--- src/rtl/pdm_pkg.sv ---
// rtl/pdm_pkg.sv - shared types and defaults for the PDM playback transmitter
package pdm_pkg;

    localparam int DBITS_DEF    = 16;
    localparam int CLK_DIV_DEF  = 50;
    localparam int OSR_DEF      = 64;
    localparam int MIDSCALE_OFS = 2 ** (DBITS_DEF - 1);

    typedef enum logic [1:0] {
        IDLE,
        FETCH,
        WAIT,
        RUN
    } state_t;

endpackage

--- src/rtl/pdm_playback_tx_if.sv ---
// rtl/pdm_playback_tx_if.sv - audio FIFO read port between FIFO and playback reader
interface pdm_playback_tx_if #(
    parameter int DBITS = 16
);
    logic             fifo_empty;
    logic             fifo_rd;
    logic [DBITS-1:0] fifo_dout;

    // master is the reader issuing pops; slave is the FIFO supplying data
    modport master (output fifo_rd, input fifo_empty, input fifo_dout);
    modport slave  (input fifo_rd, output fifo_empty, output fifo_dout);
endinterface

--- src/rtl/sdm1_mod.sv ---
// rtl/sdm1_mod.sv - first-order sigma-delta modulator, one output bit per bit_tick
module sdm1_mod #(
    parameter int DBITS = 16
) (
    input  logic             clk,
    input  logic             reset,
    input  logic             bit_tick,
    input  logic             clr,
    input  logic [DBITS-1:0] sample,
    output logic             pdm
);
    logic [DBITS-1:0] acc;
    logic [DBITS-1:0] u;
    logic [DBITS:0]   sum;

    // two's complement to offset binary so midscale gives 50% ones density
    assign u   = {~sample[DBITS-1], sample[DBITS-2:0]};
    assign sum = {1'b0, acc} + {1'b0, u};

    always_ff @(posedge clk or posedge reset) begin
        if (reset) begin
            acc <= '0;
            pdm <= 1'b0;
        end else if (clr) begin
            acc <= '0;
            pdm <= 1'b0;
        end else if (bit_tick) begin
            acc <= sum[DBITS-1:0];
            pdm <= sum[DBITS];
        end
    end
endmodule

--- src/rtl/pdm_playback_tx.sv ---
// rtl/pdm_playback_tx.sv - FIFO-fed PCM to PDM playback with bit clock and amplifier control
module pdm_playback_tx
    import pdm_pkg::*;
#(
    parameter int DBITS   = DBITS_DEF,
    parameter int CLK_DIV = CLK_DIV_DEF,
    parameter int OSR     = OSR_DEF
) (
    input  logic              clk,
    input  logic              reset,
    input  logic              en,
    pdm_playback_tx_if.master fifo,
    output logic              mclk,
    output logic              amp_pwm,
    output logic              amp_sd,
    output logic              sample_tick,
    output logic              underrun,
    input  logic              underrun_clr
);
    localparam int DIV_W = $clog2(CLK_DIV);
    localparam int OSR_W = $clog2(OSR);
    localparam logic [DIV_W-1:0] DIV_LAST = DIV_W'(CLK_DIV - 1);
    localparam logic [DIV_W-1:0] DIV_HALF = DIV_W'(CLK_DIV / 2);
    localparam logic [OSR_W-1:0] OSR_LAST = OSR_W'(OSR - 1);

    state_t           state;
    logic [DIV_W-1:0] div_cnt;
    logic [DIV_W-1:0] div_nxt;
    logic [OSR_W-1:0] osr_cnt;
    logic [DBITS-1:0] cur_smp;
    logic [DBITS-1:0] nxt_smp;
    logic             bit_tick;
    logic             boundary;
    logic             empty_fetch;
    logic             sdm_clr;

    assign bit_tick    = (state != IDLE) && (div_cnt == DIV_LAST);
    assign boundary    = bit_tick && (osr_cnt == OSR_LAST);
    assign div_nxt     = (div_cnt == DIV_LAST) ? '0 : div_cnt + 1'b1;
    assign empty_fetch = en && (state == FETCH) && fifo.fifo_empty;
    assign sdm_clr     = ~en;

    // pop is combinational so the word lands in time for the WAIT capture
    assign fifo.fifo_rd = en && (state == FETCH) && !fifo.fifo_empty;

    always_ff @(posedge clk or posedge reset) begin
        if (reset) begin
            state       <= IDLE;
            div_cnt     <= '0;
            osr_cnt     <= '0;
            cur_smp     <= '0;
            nxt_smp     <= '0;
            mclk        <= 1'b0;
            amp_sd      <= 1'b0;
            sample_tick <= 1'b0;
            underrun    <= 1'b0;
        end else begin
            sample_tick <= en && boundary;

            if (empty_fetch) begin
                underrun <= 1'b1;
            end else if (underrun_clr) begin
                underrun <= 1'b0;
            end

            if (!en) begin
                state   <= IDLE;
                div_cnt <= '0;
                osr_cnt <= '0;
                mclk    <= 1'b0;
                amp_sd  <= 1'b0;
            end else if (state == IDLE) begin
                state  <= FETCH;
                amp_sd <= 1'b1;
                mclk   <= 1'b1;
            end else begin
                div_cnt <= div_nxt;
                mclk    <= (div_nxt < DIV_HALF);
                if (bit_tick) begin
                    osr_cnt <= osr_cnt + 1'b1;
                end
                case (state)
                    FETCH: begin
                        if (!fifo.fifo_empty) begin
                            state <= WAIT;
                        end else begin
                            nxt_smp <= cur_smp;
                            state   <= RUN;
                        end
                    end
                    WAIT: begin
                        nxt_smp <= fifo.fifo_dout;
                        state   <= RUN;
                    end
                    RUN: begin
                        if (boundary) begin
                            cur_smp <= nxt_smp;
                            state   <= FETCH;
                        end
                    end
                    default: state <= IDLE;
                endcase
            end
        end
    end

    sdm1_mod #(.DBITS(DBITS)) u_sdm1 (
        .clk      (clk),
        .reset    (reset),
        .bit_tick (bit_tick),
        .clr      (sdm_clr),
        .sample   (cur_smp),
        .pdm      (amp_pwm)
    );
endmodule

--- src/flat_wrapper.sv ---
// flat-port wrapper written by rule: the top's interface ports become plain ports
module pdm_playback_tx_flat import pdm_pkg::*;
#(
    parameter int DBITS   = DBITS_DEF,
    parameter int CLK_DIV = CLK_DIV_DEF,
    parameter int OSR     = OSR_DEF
)
  (clk, reset, en, mclk, amp_pwm, amp_sd, sample_tick, underrun, underrun_clr, fifo_fifo_rd, fifo_fifo_empty, fifo_fifo_dout);
  pdm_playback_tx_if #(.DBITS(DBITS)) fifo_i ();
  input  logic clk;
  input  logic reset;
  input  logic en;
  output logic mclk;
  output logic amp_pwm;
  output logic amp_sd;
  output logic sample_tick;
  output logic underrun;
  input  logic underrun_clr;
  output wire logic [$bits(fifo_i.fifo_rd)-1:0] fifo_fifo_rd;
  input wire logic [$bits(fifo_i.fifo_empty)-1:0] fifo_fifo_empty;
  input wire logic [$bits(fifo_i.fifo_dout)-1:0] fifo_fifo_dout;
  assign fifo_fifo_rd = fifo_i.fifo_rd;
  assign fifo_i.fifo_empty = fifo_fifo_empty;
  assign fifo_i.fifo_dout = fifo_fifo_dout;
  pdm_playback_tx #(.DBITS(DBITS), .CLK_DIV(CLK_DIV), .OSR(OSR)) u_core (.clk(clk), .reset(reset), .en(en), .fifo(fifo_i), .mclk(mclk), .amp_pwm(amp_pwm), .amp_sd(amp_sd), .sample_tick(sample_tick), .underrun(underrun), .underrun_clr(underrun_clr));
endmodule
--- config.mk ---
export PLATFORM = sky130hd
export DESIGN_NAME = pdm_playback_tx_flat
export DESIGN_NICKNAME = d
export VERILOG_FILES = /design/src/rtl/pdm_pkg.sv /design/src/rtl/pdm_playback_tx_if.sv /design/src/rtl/sdm1_mod.sv /design/src/rtl/pdm_playback_tx.sv /design/src/flat_wrapper.sv
export SDC_FILE = /design/constraint.sdc
export NUM_CORES = 1
export LEC_CHECK = 0
export ABC_AREA = 1
export CORE_UTILIZATION = 30
export CTS_CLUSTER_SIZE = 40
export DETAILED_ROUTE_END_ITERATION = 7
export HOLD_SLACK_MARGIN = 0.12
export SLEW_MARGIN = 15
export SYNTH_ARGS = -nofsm -noshare
export SYNTH_HDL_FRONTEND = slang
export SYNTH_SLANG_ARGS = --single-unit
--- constraint.sdc ---
create_clock -name clk -period 3.1 [get_ports clk]
set_clock_uncertainty 0.2 [all_clocks]
set_input_delay 0.62 -clock clk [delete_from_list [all_inputs] [get_ports clk]]
set_output_delay 0.62 -clock clk [all_outputs]
set_load 0.005 [all_outputs]
* After elaboration in Yosys (flattened, before gate mapping)
Cells that the tools add are included.
** Storage, ports and cells
- Input bits :: 21
- Flip-flop bits (word level) :: 67
- Logic and storage cells :: 64
** Operators by class
- Reductions and logical operators :: 14
- Multiplexer cells :: 23
- $add $sub $neg :: 3
- Magnitude comparators :: 1
- Eq/ne operators :: 10
- Bitwise logic cells :: 2
** Operators with widths (count)
- 16-bit two-way mux :: 3
- 6-bit two-way mux :: 6
- 16-bit one-hot mux with 2 select lines :: 1
- 16-bit by 16-bit adder with 17-bit output :: 1
- 6-bit by 1-bit adder with 6-bit output (second input constant) :: 2
- 6-bit equality test (second input constant) :: 2
- 1-bit two-way mux :: 9
- 4-bit AND reduction :: 2
- 1-bit logical AND :: 6
- 6-bit by 5-bit less-than comparator with 1-bit output (second input constant) :: 1
- 2-bit two-way mux :: 3
- 2-bit one-hot mux with 3 select lines :: 1
- 2-bit nonzero test :: 3
- 2-bit equality test (second input constant) :: 2
- 2-bit by 1-bit != test with 1-bit output (second input constant) :: 2
- 2-bit != test (second input constant) :: 2
- 4-bit by 2-bit != test with 1-bit output (second input constant) :: 1
- 2-bit by 1-bit equality test with 1-bit output (second input constant) :: 1
- 2-bit zero test :: 1
- 1-bit inverter :: 2
- 2-bit AND reduction :: 1
- 1-bit zero test :: 1

* Longest topological paths before layout
- Depth in word-level cells :: 7
- Depth in mapped cells :: 12

* Modules after synthesis
A second synthesis with hierarchy kept.
** Unflattened totals
- Cells, all modules :: 563
- Area, all modules :: 4194.0 um^2
** By module, submodules not included
- pdm_playback_tx :: cells an instance 305, area each 2571.2 um^2, sequential area each 1251.2 um^2, instances 1
- sdm1_mod :: cells an instance 258, area each 1622.8 um^2, sequential area each 425.4 um^2, instances 1

* Worst setup path before layout
Ideal clock, no wire load.
- Kind :: input -> register
- From :: input en
- To :: register u_core.cur_smp[0]
- Arrival :: 1.545 ns
- Setup slack :: 1.238 ns
- Stages :: 9
- Buffers on the path :: 2
- Path through :: buf_4 > inv_2 > nor2_4 > inv_1 > nor2_2 > nand3_4 > buf_6 > o21ai_1 > inv_1
** Between the ends
- Longest elaborated chain between the ends :: 1
** Ends and longest elaborated chain
- start, declared :: RTL line flat_wrapper.sv:12 : input logic en;
- 4-bit AND reduction (no source line)
- end signal, assigned :: RTL line pdm_playback_tx.sv:97 : cur_smp <= nxt_smp;
- end, declared :: RTL line pdm_playback_tx.sv:30 : logic [DBITS-1:0] cur_smp;
No other way between the ends.
A chain may end at the register's enable or synchronous reset.

* Worst setup path in the final report
- From :: input en
- To :: output fifo_fifo_rd
** Between the ends
- Longest elaborated chain between the ends :: 2
** Ends and longest elaborated chain
- 1-bit logical AND (2 in series) :: RTL line pdm_playback_tx.sv:44 : assign fifo.fifo_rd = en && (state == FETCH) && !fifo.fifo_empty;
- end, declared :: RTL line flat_wrapper.sv:19 : output wire logic [$bits(fifo_i.fifo_rd)-1:0] fifo_fifo_rd;
No other way between the ends.

==> results_dict.tcl <==
set metrics [dict create \
    cp_max_fo 2 \
    timing.max_cap.violations 0 \
    p_leak_uw 0.00228 \
    drt_pass1_iterations 4 \
    setup_ws_ns 0.417 \
    start_kind "primary input" \
    grt_start_max_net_pins 50 \
    synth_area_leaders "dfrtp_1 42%, nand2_1 14%, inv_1 8.6%" \
    tightest_slew_ns 0.470 \
    place_ws_ns 0.426 \
    chipWidth_microns 117 \
    setup_viol 0 \
    ctsResizeCount 0 \
    power.share.sequential_pct 41.4 \
    cts_tree "built" \
    clk_path_buf_depth 2 \
    antenna_found_initial 0 \
    seqCellArea_sq_mm 0.00168 \
    syn-num-nets 580 \
    overflow 0 \
    syn2layout_area_growth_pct 18.5 \
    hold_buffers 0 \
    power_density_mw_per_mm2 563 \
    cp.required_ns 2.28 \
    track_usage_pct 14.2 \
    n_antenna_cell 0 \
    clock.fmax_mhz 373 \
    yosys_warnings 0 \
    port_buffers 26 \
    initial_core_util_pct 31.1 \
    syn_avg_cell_area_sq_um 7.43 \
    drt_iter0_drc 148 \
    synth-main-ff-cell "dfrtp_1" \
    slew_viol_final 0 \
    cts.sink_count 67 \
    first_global_vias 3233 \
    wl_mm 8.42 \
    hold-worst-slack_ns 0.277 \
    synth_cells 535 \
    ys_ff_latch 67 \
    relSlewSlack_pct 68.6 \
    io_pins 27 \
    arrival_ns 1.86 \
    via_count 3327 \
    slowest_delay_ns 0.54 \
    tns_ns 0 \
    htreeDepth 3 \
    clkTransAtPathRegs_ns 0.05 \
    cts_setup_buffers 0 \
    drive_above_1_share_pct 5.45 \
    syn_area_sq_mm 0.00398 \
    path_cells "clkdlybuf4s50_1, inv_2, nor3_1, clkdlybuf4s50_1" \
    swShare_pct 30.4 \
    nNetsFinal 610 \
    synth_common_cells "145 x nand2_1, 91 x inv_1, 67 x dfrtp_1, 53 x nor2_1, 49 x a21oi_1" \
    grt_pass1_wl_mm 14.8 \
    hp-class "reg2reg" \
    netlist.area_leader.share_pct 42.2 \
    die_h_microns 117 \
    synth_top_area_cell "dfrtp_1" \
    period_minus_slack_ns 2.68 \
    fillCellCount 1292 \
    pwr-share-clk_pct 36.1 \
    num_rows 41 \
    synth_most_common_cell "nand2_1" \
    path_common_cell "clkdlybuf4s50_1" \
    gp_congestion 0.842 \
    hold_violations 0 \
    hpwl_mm 6.20 \
    period_share_pct 86.6 \
    clk_latency_ns 0.33 \
    multi_input_area_sq_mm 0.00187 \
    peakVddDrop_v 0.000305 \
    power.switching_uw 804 \
    p_int_uw 1850 \
    ys_seq_area_share_pct 42.2 \
    core-area_sq_mm 0.0128 \
    drc 0 \
    path_class "in2out" \
    pwr-share-comb_pct 22.5 \
    rsz0062_at_grt "false" \
    status "finished, final reports clean" \
    cts_made_buffers 9 \
    critPathSlowestCell "clkdlybuf4s50_1" \
    die_area_sq_mm 0.0137 \
    ys_async_sr_fraction_pct 100 \
    ys_types 32 \
    ant_nets 0 \
    ctsRootBufferMaster "clkbuf_16" \
    synth_edf_count 0 \
    post_drt_wl_per_cell_microns 11.4 \
    via_per_inst 4.49 \
    end_kind "primary output" \
]
-- worst paths after layout --
path                                    from                 end  slack (ns)  cells after the start
max                                       en        fifo_fifo_rd        0.42                      4
min                        u_core.nxt_smp[0]   u_core.cur_smp[0]        0.28                      2
max reg2reg                  u_core.state[0]  u_core.cur_smp[10]        0.87                      8
min reg2reg                u_core.nxt_smp[0]   u_core.cur_smp[0]        0.28                      2
max in group asynchronous              reset  u_core.nxt_smp[13]        1.67                      3
min in group asynchronous              reset   u_core.div_cnt[5]        0.41                      2
-- per-stage QoR --
| step | power (uW) | utilization (%) | instance area, sq um | std cells |
|---|---|---|---|---|
| floorplan | 1540 | - | 3980 | 535 |
| global placement | 1690 | 34.7 | 4430 | 726 |
| detailed placement | 1720 | 34.7 | 4430 | 726 |
| CTS | 2700 | 36.9 | 4710 | 741 |
| global route | 2820 | 36.9 | 4710 | 741 |
| finish | 2650 | 36.9 | 4710 | 741 |
-- cells in the final DEF (no fill, tap or decap), types with 13 or more instances in the layout --
cell type | netlist | layout
o21ai_0 | 13 | 13
nor2_1 | 53 | 53
inv_1 | 91 | 90
nand3_1 | 23 | 23
nand2_1 | 145 | 145
o21ai_1 | 16 | 16
clkdlybuf4s50_1 | 0 | 26
a21oi_1 | 49 | 48
dfrtp_1 | 67 | 67
ha_1 | 23 | 23
-- routing by layer --
metal	part of all wire (%)	GRT usage, %	wire length (microns)	vias to the layer above
li1	-	-	-	1749
met4	1.4	6.50	116	0
met5	0	0	0	-
met1	49	18.1	4110	1526
met2	47	22.4	3920	41
met3	3.3	3.96	274	11
-- critical path, delay by kind of cell --
family | cells | cell delay [ns]
AND/OR/NAND/NOR | 1 | 0.16
buffers and inverters | 3 | 1.09
-- area by class of cell --
class	count	share of cell area, %
multi-input cells	363	39.8
inverters	92	7.33
well taps	172	4.57
clock inverters	2	0.213
clock buffers	13	5.74
flip-flops and latches	67	35.6
repair buffers	32	6.75
-- state kept, by name, summed over array words and instances (netlist names) --
| signal | flops |
|---|---|
| u_core.u_sdm1.pdm | 1 |
| u_core.amp_sd | 1 |
| u_core.state | 2 |
| u_core.mclk | 1 |
| u_core.nxt_smp | 16 |
| u_core.div_cnt | 6 |
| u_core.underrun | 1 |
| u_core.u_sdm1.acc | 16 |
| u_core.cur_smp | 16 |
| u_core.osr_cnt | 6 |
| u_core.sample_tick | 1 |
-- kinds of logic (layout without fill, tap and decap cells) --
kind of cell	count (synthesis)	after routing	synth area share [%]
simple gates	245	245	26.3
buf+inv	105	139	10.8
compound gates	87	87	11.4
flops	67	67	42.2
fa+ha+maj	24	24	7.74
xor+xnor	7	7	1.54
-- power groups by stage --
stage | logic [uW] | clock network (uW) | registers (uW)
2_1_floorplan | 444 | 0 | 1090
3_3_place_gp | 587 | 0 | 1110
3_5_place_dp | 607 | 0 | 1110
4_1_cts | 611 | 989 | 1100
5_1_grt | 687 | 1020 | 1110
6_report | 597 | 957 | 1100
Note: power is estimated with default switching activity, not from simulation.
